### config.mk
export PLATFORM = sky130hd
export DESIGN_NAME = mem_responder
export DESIGN_NICKNAME = d
export VERILOG_FILES = /design/src/rtl/mem_responder.sv
export SDC_FILE = /design/constraint.sdc
export NUM_CORES = 2
export LEC_CHECK = 0
export CAP_MARGIN = 20
export CORE_ASPECT_RATIO = 0.75
export CORE_MARGIN = 4
export CORE_UTILIZATION = 30
export DETAILED_ROUTE_END_ITERATION = 6
export GPL_TIMING_DRIVEN = 0
export PLACE_DENSITY = 0.55
export SYNTH_ARGS = -nofsm -noshare
export SYNTH_HDL_FRONTEND = slang
export SYNTH_SLANG_ARGS = --single-unit
### constraint.sdc
create_clock -name clk -period 10.1 [get_ports clk]
set_input_delay 2.02 -clock clk [delete_from_list [all_inputs] [get_ports clk]]
set_output_delay 2.02 -clock clk [all_outputs]
set_load 0.005 [all_outputs]
### src/rtl/mem_responder.sv
// Fixed-latency word memory responder for a multi-cycle CPU memory port.
// Optional MEM_RESP_CONFLICT_ERR_EN: flag and drop simultaneous read/write requests.
module mem_responder #(
    parameter int unsigned WORD_WIDTH = 16,
    parameter int unsigned ADDR_WIDTH = 16,
    parameter int unsigned DEPTH      = 256,
    parameter int unsigned LATENCY    = 2
) (
    input  logic                  clk,
    input  logic                  reset_n,
    input  logic                  read_m,
    input  logic                  write_m,
    input  logic [ADDR_WIDTH-1:0] address,
    input  logic [WORD_WIDTH-1:0] data_in,
    output logic [WORD_WIDTH-1:0] data_out,
    output logic                  ready,
    output logic                  busy,
    output logic                  err
);

    localparam int unsigned IDX_W    = (DEPTH > 1) ? $clog2(DEPTH) : 1;
    localparam logic [3:0]  CNT_INIT = 4'(LATENCY - 1);

    typedef enum logic [1:0] {
        IDLE,
        BUSY,
        DONE,
        HOLD
    } state_t;

    typedef enum logic [1:0] {
        OP_READ,
        OP_WRITE,
        OP_NONE
    } op_t;

    state_t                r_state;
    op_t                   r_op;
    logic [3:0]            r_count;
    logic [IDX_W-1:0]      r_index;
    logic [WORD_WIDTH-1:0] r_wdata;
    logic [WORD_WIDTH-1:0] r_data_out;
    logic                  r_ready;
    logic                  r_busy;
    logic [WORD_WIDTH-1:0] r_mem [DEPTH];

    logic                  w_req;
    logic                  w_commit;
    op_t                   w_accept_op;
    // Upper address bits only matter for wrap-around, which the slice below performs.
    logic [ADDR_WIDTH-1:0] w_unused_addr;

    assign w_req         = read_m | write_m;
    assign w_commit      = (r_state == BUSY) && (r_count == 4'd0);
    assign w_unused_addr = address;

`ifdef MEM_RESP_CONFLICT_ERR_EN
    logic r_err;
    logic w_conflict;

    assign w_conflict = read_m & write_m;

    always_comb begin
        w_accept_op = OP_READ;
        if (w_conflict) begin
            w_accept_op = OP_NONE;
        end else if (write_m) begin
            w_accept_op = OP_WRITE;
        end
    end

    always_ff @(posedge clk) begin
        if (!reset_n) begin
            r_err <= 1'b0;
        end else if (r_state == IDLE && w_conflict) begin
            r_err <= 1'b1;
        end
    end

    assign err = r_err;
`else
    // Simultaneous read and write resolve to a write.
    always_comb begin
        w_accept_op = OP_READ;
        if (write_m) begin
            w_accept_op = OP_WRITE;
        end
    end

    assign err = 1'b0;
`endif

    always_ff @(posedge clk) begin
        if (!reset_n) begin
            r_state    <= IDLE;
            r_op       <= OP_READ;
            r_count    <= 4'd0;
            r_index    <= '0;
            r_wdata    <= '0;
            r_data_out <= '0;
            r_ready    <= 1'b0;
            r_busy     <= 1'b0;
        end else begin
            r_ready <= 1'b0;
            unique case (r_state)
                IDLE: begin
                    if (w_req) begin
                        r_index <= address[IDX_W-1:0];
                        r_wdata <= data_in;
                        r_op    <= w_accept_op;
                        r_count <= CNT_INIT;
                        r_state <= BUSY;
                        r_busy  <= 1'b1;
                    end
                end
                BUSY: begin
                    if (r_count == 4'd0) begin
                        if (r_op == OP_READ) begin
                            r_data_out <= r_mem[r_index];
                        end
                        r_ready <= 1'b1;
                        r_state <= DONE;
                    end else begin
                        r_count <= r_count - 4'd1;
                    end
                end
                DONE: begin
                    // A request still held here has already been serviced.
                    if (w_req) begin
                        r_state <= HOLD;
                    end else begin
                        r_state <= IDLE;
                        r_busy  <= 1'b0;
                    end
                end
                HOLD: begin
                    if (!w_req) begin
                        r_state <= IDLE;
                        r_busy  <= 1'b0;
                    end
                end
                default: begin
                    r_state <= IDLE;
                    r_busy  <= 1'b0;
                end
            endcase
        end
    end

    // Storage is not reset; a reset on the commit edge discards the pending write.
    always_ff @(posedge clk) begin
        if (reset_n && w_commit && r_op == OP_WRITE) begin
            r_mem[r_index] <= r_wdata;
        end
    end

    assign data_out = r_data_out;
    assign ready    = r_ready;
    assign busy     = r_busy;

endmodule

Yosys cells after proc, flatten, opt, wreduce, memory -nomap -nowiden
Memories as Yosys holds them, arrays and structs flattened. A register that Yosys moved wholly into a read port is not among the register bits.
Cells that the tools add are included.
{"block": "op_classes", "add_sub_neg": 1, "mul": 0, "n_div": 0, "order_cmp": 0, "eq_ne": 9, "shift": 0, "mux": 15, "bitwise": 1, "n_reduce_logical": 16}
{"cell": "$reduce_and 3->1", "n": 4}
{"cell": "$mux 2", "n": 4}
{"cell": "$mux 4", "n": 2}
{"cell": "$ne 2x2->1 const B", "n": 4}
{"cell": "$pmux 2 s4", "n": 1}
{"cell": "$pmux 4 s2", "n": 1}
{"cell": "$mux 1", "n": 6}
{"cell": "$eq 2x1->1 const B", "n": 2}
{"cell": "$eq 2x2->1 const B", "n": 2}
{"cell": "$logic_not 2->1", "n": 2}
{"cell": "$logic_not 4->1", "n": 1}
{"cell": "$reduce_and 2->1", "n": 2}
{"cell": "$reduce_bool 2->1", "n": 2}
{"cell": "$sub 4x1->4 const B", "n": 1}
{"cell": "$logic_and 1x1->1", "n": 3}
{"cell": "$ne 2x1->1 const B", "n": 1}
{"cell": "$pmux 1 s2", "n": 1}
{"cell": "$reduce_or 2->1", "n": 1}
{"cell": "$logic_not 1->1", "n": 1}
{"cell": "$or 1x1->1", "n": 1}
{"block": "word_totals", "reg_bits": 34, "latchBits": 0, "ram_bits": 4096, "romBits": 0, "inputBits": 36, "out_inout_bits": 19, "elab_cells": 50, "n_memories": 1}
{"memory": "r_mem", "words": 256, "word_bits": 16, "rd": 1, "rd_ports_with_merged_regs": 1, "wr": 1, "line_no": "45", "text": "logic [WORD_WIDTH-1:0] r_mem [DEPTH];"}

Longest topological paths before layout
{"block": "logic_depth", "ltp_word": 6, "depth_mapped": 14, "mapped_depth_nobuf": 8}

Worst setup path after synthesis
OpenSTA, ideal clock, no wires.
{"block": "synth_timing", "path_type": "input-to-reg", "from": "input port reset_n", "to": "memory r_mem[129][0], enable pin", "setup_ns": 0.389, "arrival_ns": 4.081, "required_ns": 9.711, "path_slack_ns": 5.631, "cell_stages": 8, "n_path_buf": 2, "path_cell_list": "clkbuf_1 > inv_1 > nor3_1 > nand2_1 > nor3_1 > nand2_1 > clkbuf_1 > nor2_1"}
{"block": "synth_via", "elab_chain_cells": 4}
{"item": "from (decl)", "line_no": "10", "text": "input logic reset_n,"}
{"item": "$logic_and 1x1->1 (2 in series)", "line_no": "152", "text": "if (reset_n && w_commit && r_op == OP_WRITE) begin"}
{"item": "$mux 1", "line_no": "152"}
{"item": "$mux 1 (implied by the code)", "line_no": "153", "text": "r_mem[r_index] <= r_wdata;"}
{"item": "to (decl)", "line_no": "45"}
No other way between the ends.

==> out/metrics.cfg <==
[outcome]
status=finished with violations
violations=DRC

[cells_and_area]
multi_input_area_um2=33300
area_growth_pct=19.0
final_common_cell=edfxtp_1
mostFrequentLayoutCells=edfxtp_1, mux4_2, clkbuf_16
final_design_area_no_fill_um2=189000
nFillCells=48100
fin_nets=8028
layout-drive-gt1-share_pct=30.0
regArea_um2=124000

[sta]
maxSlewViolCount=0
fmax_mhz=145
slew_headroom_pct=6.67
setup_viol=0
min_period_ns=6.88
holdWs_ns=0.507
rsz0062_at_grt=false
finalCritPeriodShare_pct=68.1
fin_worst_skew_ns=0.0720
final_hold_viol_count=0
worst-slew-pin-transition_ns=1.40

[global_route]
grt_antenna_before_repair=115
overflow=0
grtUsageTotal_pct=25.5
first_global_vias=83600
grt_pass1_wl_um=892000
grt_max_degree=98

[floorplan]
core-area_um2=528000
die-area_um2=541000
num_rows=231
die_x_um=848
initial_core_util_pct=30.1
die_height_um=638
ioPinCount=55

[cts]
cts_setup_buffers=0
clk_latency_ns=1.06
cts_resized=0
cts_tree=done
htree_levels=5
clockBufferDepth=4
cts_sinks=4145
cts_buffers=397
root_buffer=clkbuf_16
cts.clk_slew.worst_paths_ns=0.07
ctsHoldBuffers=0

[worst_hold_path]
min_to=r_wdata[12]
min-delay-start=r_wdata[12]
min_delay_path_depth=2
hold_path.class=flop to flop

[synthesis]
synth_area_per_cell_um2=22.1
yosys.cell_types.count=80
synth-edff-count=4096
synth_top_area_share_pct=77.4
syn_area_um2=159000
syn_inst=7178
synth_area_leaders=edfxtp_1, mux4_2, mux2i_1, nor2_1, o22ai_1
yosysSeqAreaShare_pct=78.1
synth_flop_cell=edfxtp_1
yosysWarningCount=0
synthesis.nets=7215
synth_largest_area_cell=edfxtp_1
ys_seq_elements=4145
async_flop_share_pct=0

[power]
share_comb_of_total_power_pct=13.1
p_leak_nw=57.5
vdd_ir_drop_max_v=0.000152
p_seq_share_pct=48.4
p_clk_share_pct=38.5
net-switching-power_mw=11.0
power.density_nw_per_um2=212
p_int_mw=29.1
swShare_pct=27.3

[critical_path]
crit_top_cell=buf_2
max_stage_delay_ns=1.01
cp_top_family=buffers and inverters
cp_slowest_cell=buf_2
crit_buf_inv=7
crit_path_end_kind=flop
setup.worst_path.start_class=flop
worstSetupPathType=flop to flop
r2r_end=data_out[3]
critPathMaxFanout=10
crit_chain=buf_4 > buf_4 > buf_2 > buf_2 > buf_2 > buf_2 > mux2i_1 > o2111ai_1 > nor4b_2 > buf_4 > o32ai_1
reg2reg_depth=11
worst_ep_arrival_time_ns=7.77
cp.required_ns=10.99
worstReg2RegStart=r_index[3]
r2r_setup_slack_ns=3.22

[route]
first_pass_iters=7
post-route-drc-count=1
drtIter0Drc=19500
routed_via_density=5.95
routed_wl_um=709000
avgRoutedWirePerCell_um=46.1
vias=91500
drtAntennaViolNets=0

[place]
finalWeightedCongestion=1.04
hpwl_um=503000
io_buffer_count=44
post_dp_cell_area_um2=176000

[job]
drv_cap=0

[how the worst max path moves through the flow]
stage / depth (start not counted) / to / slack (ns) / from
floorplan: 8 / r_mem[129][0] / 5.63 / reset_n
global placement: 10 / data_out[9] / -0.12 / r_index[3]
detailed placement: 9 / r_mem[208][0] / 3.47 / reset_n
CTS: 11 / data_out[5] / 3.66 / r_index[3]
global route: 11 / data_out[5] / 3.41 / r_index[3]
finish: 11 / data_out[3] / 3.22 / r_index[3]
[logic make-up after synthesis]
logic type / synth area share (%)
AO/OA/AOI/OAI: 3.09
XOR/XNOR: 0.0110
adder cells (fa/ha/maj): 0.00788
buffers and inverters: 1.66
flip-flops: 78.1
multiplexers: 15.1
other: 0.00236
AND/OR/NAND/NOR: 2.03
[state kept, by name, summed over array words and instances (netlist names)]
| name | cells |
|---|---|
| busy | 1 |
| data_out | 16 |
| r_count | 4 |
| r_index | 8 |
| r_mem | 4096 |
| r_op | 1 |
| r_state | 2 |
| r_wdata | 16 |
| ready | 1 |
[worst register-to-register path: stages (launching register included)]
cell and delay (ns):
dfxtp_1 0.34, buf_4 0.27, buf_4 0.36, buf_2 0.82, buf_2 0.97, buf_2 0.91, buf_2 1.08, mux2i_1 0.52
o2111ai_1 0.49, nor4b_2 0.58, buf_4 0.28, o32ai_1 0.12
[through the flow]
stage | total power [mW] | util, % | std cells | setup WS [ns] | setup TNS (ns)
after global placement | 24.7 | 31.8 | 14200 | -0.119 | -0.119
after global routing | 40.7 | 35.8 | 15300 | 3.41 | 0
after floorplan | 21.8 | - | 7178 | 5.63 | 0
after CTS | 39.8 | 35.8 | 15300 | 3.66 | 0
final | 40.1 | 35.8 | 15400 | 3.22 | 0
after detailed placement | 24.7 | 33.3 | 14600 | 3.47 | 0
[final cells by class]
cell class,instances,area share [%]
multi-input combinational,2606,17.6
clock buffer,480,5.49
inverter,7,0.0139
tap,6990,4.63
clock inverter,254,1.40
sequential,4145,65.6
antenna,51,0.0675
timing repair buffer,414,3.74
buffer,420,1.42
[Yosys cell counts (15+ instances only)]
| library cell | instances |
|---|---|
| nand2_1 | 159 |
| mux2i_1 | 247 |
| o22a_1 | 33 |
| edfxtp_1 | 4096 |
| buf_4 | 104 |
| nand4_1 | 24 |
| o211ai_1 | 21 |
| mux4_2 | 910 |
| nor2_1 | 334 |
| mux2_2 | 18 |
| and3_1 | 15 |
| clkbuf_1 | 138 |
| dfxtp_1 | 49 |
| o22ai_1 | 157 |
| a22o_1 | 20 |
| buf_2 | 100 |
| o21ai_0 | 53 |
| nand3_1 | 21 |
| mux4_1 | 34 |
| buf_6 | 56 |
| a21oi_1 | 81 |
| nor2b_1 | 28 |
| nor3_1 | 28 |
| o221ai_1 | 30 |
| buf_1 | 15 |
| nand2b_1 | 16 |
| a22oi_1 | 114 |
| a31oi_1 | 32 |
| a221oi_1 | 36 |
| a211oi_1 | 34 |
[power groups by stage]
| stage | Combinational, mW | Clock, mW | Sequential, mW |
|---|---|---|---|
| 6_report | 5.26 | 15.4 | 19.4 |
| 5_1_grt | 5.17 | 16.2 | 19.4 |
| 4_1_cts | 4.97 | 15.4 | 19.4 |
| 3_5_place_dp | 4.96 | 0 | 19.8 |
| 3_3_place_gp | 4.18 | 0 | 20.5 |
| 2_1_floorplan | 1.80 | 0 | 20.0 |
[routing by layer]
| metal | up-vias | share of wire (%) | global-route usage [%] |
|---|---|---|---|
| met3 | 1319 | 17 | 13.6 |
| met2 | 8033 | 39 | 33.4 |
| met4 | 50 | 5.2 | 11.2 |
| li1 | 32300 | - | - |
| met1 | 49700 | 38 | 34.5 |
| met5 | - | 0.12 | 0 |
(Power assumes the default switching activity.)
